--- src/rtl/hdmi_pattern_gen.sv ---
`default_nettype none
// ============================================================================
// Module   : hdmi_pattern_gen
// Brief    : Eight-mode RGB565 test-pattern generator, two-stage pipeline
//            aligned with the incoming video timing.
// Revision : 1.0 - initial release
// ============================================================================
module hdmi_pattern_gen #(
    parameter int H_ACTIVE    = 1920,
    parameter int V_ACTIVE    = 1080,
    parameter int X_W         = 11,
    parameter int BAR_NUM     = 16,
    parameter int MOVE_STEP   = 4,
    parameter int MOVE_W      = 64,
    parameter int AUTO_FRAMES = 120,
    parameter int SYNC_POL    = 1
) (
    input  logic           rgb_clk,
    input  logic           rgb_rst_n,
    input  logic [2:0]     mode_sel,
    input  logic           auto_cycle,
    input  logic           in_hs,
    input  logic           in_vs,
    input  logic           in_de,
    input  logic [X_W-1:0] in_x,
    input  logic [X_W-1:0] in_y,
    output logic           out_hs,
    output logic           out_vs,
    output logic           out_de,
    output logic [15:0]    out_data,
    output logic [2:0]     cur_mode
);

    localparam int c_BAR_W = H_ACTIVE / BAR_NUM;
    localparam int c_PX_W  = (c_BAR_W > 1) ? $clog2(c_BAR_W) : 1;
    localparam int c_BI_W  = (BAR_NUM > 1) ? $clog2(BAR_NUM) : 1;
    localparam int c_FC_W  = (AUTO_FRAMES > 1) ? $clog2(AUTO_FRAMES) : 1;

    localparam logic              c_SYNC_ACT = (SYNC_POL != 0) ? 1'b1 : 1'b0;
    localparam logic [c_PX_W-1:0] c_PX_LAST  = c_PX_W'(c_BAR_W - 1);
    localparam logic [c_BI_W-1:0] c_BI_LAST  = c_BI_W'(BAR_NUM - 1);
    localparam logic [c_FC_W-1:0] c_FC_LAST  = c_FC_W'(AUTO_FRAMES - 1);
    localparam logic [X_W-1:0]    c_X_LAST   = X_W'(H_ACTIVE - 1);
    localparam logic [X_W-1:0]    c_Y_LAST   = X_W'(V_ACTIVE - 1);

    logic              r_vs_prev;
    logic [X_W-1:0]    r_pos;
    logic [c_FC_W-1:0] r_frame_cnt;
    logic [c_PX_W-1:0] r_px_cnt;
    logic [c_BI_W-1:0] r_bar_idx;
    logic [2:0]        r_cur_mode;

    logic              r_s1_hs;
    logic              r_s1_vs;
    logic              r_s1_de;
    logic [X_W-1:0]    r_s1_x;
    logic [X_W-1:0]    r_s1_y;
    logic [c_BI_W-1:0] r_s1_bar;
    logic [2:0]        r_s1_mode;

    logic              w_boundary;
    logic [31:0]       w_pos_sum;
    logic [3:0]        w_bar_lo;
    logic [5:0]        w_g6;
    logic [31:0]       w_x32;
    logic [31:0]       w_pos32;
    logic              w_in_bar;
    logic              w_on_border;
    logic [15:0]       w_pattern;

    assign w_boundary = (in_vs == c_SYNC_ACT) && (r_vs_prev != c_SYNC_ACT);
    assign w_pos_sum  = 32'(r_pos) + 32'(MOVE_STEP);
    assign cur_mode   = r_cur_mode;

    // Frame-rate state: moving-bar position and mode selection
    always_ff @(posedge rgb_clk or negedge rgb_rst_n) begin
        if (!rgb_rst_n) begin
            r_vs_prev   <= ~c_SYNC_ACT;
            r_pos       <= '0;
            r_frame_cnt <= '0;
            r_cur_mode  <= 3'd0;
        end else begin
            r_vs_prev <= in_vs;
            if (w_boundary) begin
                r_pos <= (w_pos_sum >= 32'(H_ACTIVE)) ? '0 : X_W'(w_pos_sum);
                if (!auto_cycle) begin
                    r_cur_mode  <= mode_sel;
                    r_frame_cnt <= '0;
                end else if (r_frame_cnt == c_FC_LAST) begin
                    r_frame_cnt <= '0;
                    r_cur_mode  <= r_cur_mode + 3'd1;
                end else begin
                    r_frame_cnt <= r_frame_cnt + c_FC_W'(1);
                end
            end
        end
    end

    // Remainder pixels past the last full bar stay in the final bar
    always_ff @(posedge rgb_clk or negedge rgb_rst_n) begin
        if (!rgb_rst_n) begin
            r_px_cnt  <= '0;
            r_bar_idx <= '0;
        end else if (!in_de) begin
            r_px_cnt  <= '0;
            r_bar_idx <= '0;
        end else if (r_px_cnt == c_PX_LAST) begin
            r_px_cnt <= '0;
            if (r_bar_idx != c_BI_LAST) begin
                r_bar_idx <= r_bar_idx + c_BI_W'(1);
            end
        end else begin
            r_px_cnt <= r_px_cnt + c_PX_W'(1);
        end
    end

    always_ff @(posedge rgb_clk or negedge rgb_rst_n) begin
        if (!rgb_rst_n) begin
            r_s1_hs   <= ~c_SYNC_ACT;
            r_s1_vs   <= ~c_SYNC_ACT;
            r_s1_de   <= 1'b0;
            r_s1_x    <= '0;
            r_s1_y    <= '0;
            r_s1_bar  <= '0;
            r_s1_mode <= 3'd0;
        end else begin
            r_s1_hs   <= in_hs;
            r_s1_vs   <= in_vs;
            r_s1_de   <= in_de;
            r_s1_x    <= in_x;
            r_s1_y    <= in_y;
            r_s1_bar  <= r_bar_idx;
            r_s1_mode <= r_cur_mode;
        end
    end

    generate
        if (c_BI_W >= 4) begin : g_bar_lo_wide
            assign w_bar_lo = r_s1_bar[3:0];
        end else begin : g_bar_lo_narrow
            assign w_bar_lo = 4'(r_s1_bar);
        end
    endgenerate

    assign w_g6        = r_s1_x[X_W-1 -: 6];
    assign w_x32       = 32'(r_s1_x);
    assign w_pos32     = 32'(r_pos);
    assign w_in_bar    = (w_x32 >= w_pos32) && (w_x32 < w_pos32 + 32'(MOVE_W));
    assign w_on_border = (r_s1_x == '0) || (r_s1_x == c_X_LAST) ||
                         (r_s1_y == '0) || (r_s1_y == c_Y_LAST);

    always_comb begin
        w_pattern = 16'h0000;
        case (r_s1_mode)
            3'd0:    w_pattern = 16'h8000 >> w_bar_lo;
            3'd1:    w_pattern = {w_g6[5:1], w_g6, w_g6[5:1]};
            3'd2:    w_pattern = (r_s1_x[5] ^ r_s1_y[5]) ? 16'h0000 : 16'hFFFF;
            3'd3:    w_pattern = w_in_bar ? 16'hFFFF : 16'h0000;
            3'd4:    w_pattern = w_on_border ? 16'hFFFF : 16'h001F;
            3'd5:    w_pattern = 16'hF800;
            3'd6:    w_pattern = 16'h07E0;
            default: w_pattern = 16'h001F;
        endcase
    end

    always_ff @(posedge rgb_clk or negedge rgb_rst_n) begin
        if (!rgb_rst_n) begin
            out_hs   <= ~c_SYNC_ACT;
            out_vs   <= ~c_SYNC_ACT;
            out_de   <= 1'b0;
            out_data <= 16'h0000;
        end else begin
            out_hs   <= r_s1_hs;
            out_vs   <= r_s1_vs;
            out_de   <= r_s1_de;
            out_data <= r_s1_de ? w_pattern : 16'h0000;
        end
    end

endmodule
`default_nettype wire

--- config.mk ---
export PLATFORM = sky130hd
export DESIGN_NAME = hdmi_pattern_gen
export DESIGN_NICKNAME = d
export VERILOG_FILES = /design/src/rtl/hdmi_pattern_gen.sv
export SDC_FILE = /design/constraint.sdc
export NUM_CORES = 1
export LEC_CHECK = 0
export CORE_ASPECT_RATIO = 1.5
export CORE_MARGIN = 3
export CORE_UTILIZATION = 55
export DETAILED_ROUTE_END_ITERATION = 12
export PLACE_DENSITY_LB_ADDON = 0.15
export SYNTH_ARGS = -nofsm -noshare
export SYNTH_HDL_FRONTEND = slang
export SYNTH_SLANG_ARGS = --single-unit
--- constraint.sdc ---
create_clock -name rgb_clk -period 2.4 [get_ports rgb_clk]
set_input_delay 0.72 -clock rgb_clk [delete_from_list [all_inputs] [get_ports rgb_clk]]
set_output_delay 0.72 -clock rgb_clk [all_outputs]
set_load 0.01 [all_outputs]
==> results.md <==
* Setup crit end kind: register
* Final hold violations at 0
* ANT nets after route at 0
* Clock group share of total power at 0.281
* Num ports at 53
* TritonRoute pass-1 iters at 4
* Slew at the pin closest to its max-slew limit at 0.791 ns
* Leakage at 2.07 nW
* Die area at 0.00805 mm2
* Peak VDD IR at 0.591 mV
* Filler Cell Count at 487
* Syn_area_per_cell at 10.5 um2
* Most frequent cells in the layout: dfrtp_1 (80), clkdlybuf4s50_1 (51), nand2_1 (32)
* DP Worst Slack at -0.0110 ns
* Antenna violations before repair at 0
* Nature of the critical path startpoint: register
* Final period util at 0.947
* Syn nets at 418
* Crit path max fanout at 8
* Maximum capacitance violations at 0
* Final worst slack at 0.127 ns
* Routed via count at 3065
* DRT iter0 DRCs at 223
* Grt ovf at 0
* Post-synth EDFFs at 0
* Worst-Skew Late Latency at 0.36 ns
* Multi-input gate area at 0.00173 mm2
* Largest net degree at the start of global routing at 52
* Total Routed Length at 8480 um
* Placed cell count at 492
* Post-Route Setup TNS at 0 ns
* Hold Buf Count CTS at 0
* Sequential-to-total area share from yosys stat at 0.527
* Fin Clk Skew at 0.00852 ns
* Final Critical Period at 2.27 ns
* Yosys top cell by area: dfrtp_1
* Overall routing resource usage at 0.224
* Worst slew margin at 0.471
* Routed wire per std cell at 16.6 um
* Final setup vio count at 0
* CTS tree: built
* Yosys top cell area share at 0.527
* Pint at 2.66 mW
* I/O Buffers at 52
* Nets at 482
* Routability Congestion at 0.946
* Fraction of registers with async set/reset at 1.00
* Register area at 0.00203 mm2
* Post-DP HPWL at 5950 um
* Netlist cell types at 50
* CP required at 2.67 ns
* Clock root buffer: clkbuf_8
* Clock sinks at 81
* Pwr Density at 838 mW/mm2
* Critical Setup Path Class: reg2reg
* H-tree lvl count at 3
* Hold crit path type: in2async
* Top cells by area, synth: dfrtp_1 (53%), ha_1 (6.8%), a21oi_1 (3.4%)
* Final hold slack at 0.288 ns
* Layout cell share with drive strength beyond 1 at 0.0897
* Area grow syn2layout at 23.8%
* Post-Synthesis Cells at 366
* Worst-case clock buffer depth at 2
* CP Data Arrival Time at 2.54 ns
* Core area at 0.00662 mm2
* First-pass GRT wire length at 13800 um
* Synthesized cell area at 0.00384 mm2
* Total CTS buffers at 9
* DRC violations left at 0
* Synth warn at 0
* Fmax achieved at 440 MHz
* Cell Count, Final, Fillers Out at 511
* Combinational Power Share at 0.293
* Flop pwr share at 0.426
* Die W at 74.3 um
* Core Rows at 36
* Clock transition at the registers of the reported paths at 0.08 ns
* Diode count at 0
* Vias in the first global route at 2992
* Status: finished clean
* R2R depth at 10
* Synthesized flop and latch total at 81
* Unrepaired setup endpoints after global routing: false
* Initial Utilization at 0.580
* Post-synth top flop: dfrtp_1
* Vias per cell at 6.00
* P_sw at 1.32 mW
* Switching Share at 0.332
* Pins over their slew limit at 0
* Die height at 108 um
* Most common cell after layout, fill and taps aside: dfrtp_1
==> worst paths after layout <==
path / from / endpoint / slack, ns
max: r_pos[7] / out_data[13] / 0.13
max reg2reg: r_pos[7] / out_data[13] / 0.13
max in group asynchronous: rgb_rst_n / r_s1_x[7] / 1.52
min: rgb_rst_n / r_pos[9] / 0.29
min reg2reg: r_s1_hs / out_hs / 0.37
min in group rgb_clk: r_s1_hs / out_hs / 0.37
==> sequential cells by signal, summed over array words and instances (netlist names) <==
register     count
r_px_cnt         7
out_data        16
out_de           1
cur_mode         3
r_s1_bar         4
r_s1_x          11
r_frame_cnt      7
out_hs           1
r_s1_de          1
r_bar_idx        4
r_s1_hs          1
r_pos            9
r_s1_y          11
r_s1_vs          1
out_vs           1
r_s1_mode        3
==> stage by stage <==
step / instance area (um2) / total power [mW] / utilization
after global placement: 4480 / 2.76 / 0.676
after floorplan: 3840 / 2.39 / -
after global routing: 4760 / 4.24 / 0.719
final: 4760 / 3.99 / 0.719
after detailed placement: 4480 / 2.81 / 0.676
after CTS: 4710 / 3.95 / 0.712
==> kinds of logic after synthesis <==
logic type,Yosys count,share of synthesized area
mux,5,0.0130
flops,81,0.527
compound gates,99,0.165
simple gates,120,0.169
buf+inv,29,0.0322
xor+xnor,11,0.0251
fa+ha+maj,21,0.0684
==> cell usage after synthesis, types with 6 or more instances <==
cell type	instances
nand4_1	6
dfrtp_1	81
nor2b_1	7
inv_1	19
nand2_1	32
and2_1	6
ha_1	21
a41oi_1	12
nand3_1	19
nor3_1	7
a31oi_1	14
a21oi_1	26
nor2_1	15
xnor2_1	8
o21ai_0	21
==> area by class of cell <==
class	instances	share of cell area
sequential	81	0.426
multi-input combinational	257	0.364
timing repair buffer	62	0.127
clock buffer	9	0.0260
clock inverter	7	0.0213
tap	76	0.0200
inverter	19	0.0150
==> power by group through the flow <==
stage | Combinational (mW) | Clock [mW] | Sequential, mW
after detailed placement | 1.08 | 0 | 1.73
after floorplan | 0.671 | 0 | 1.72
after CTS | 1.10 | 1.15 | 1.71
final | 1.17 | 1.12 | 1.70
after global placement | 1.04 | 0 | 1.72
after global routing | 1.32 | 1.20 | 1.72
==> critical path, stage by stage (launching register included) <==
cell and delay, ns:
dfrtp_1 0.36, ha_2 0.21, nand3_1 0.13, xnor2_1 0.15, ha_1 0.30, a21oi_1 0.15, a2bb2oi_1 0.09, nor3_2 0.25
buf_4 0.18, o221ai_4 0.15, a41oi_1 0.20
==> layer usage <==
layer,GRT usage,wire length (um)
met1,0.276,3330
met4,0.0865,292
met3,0.0567,388
met5,0,0
met2,0.371,4470
==> repair_timing <==
action,4_1_cts,5_1_grt
pin swaps,0,2
setup endpoints to repair,10,14
cloned,0,1
buffers inserted,0,2
resized for setup,1,3
Power figures use the tool's default switching activity.
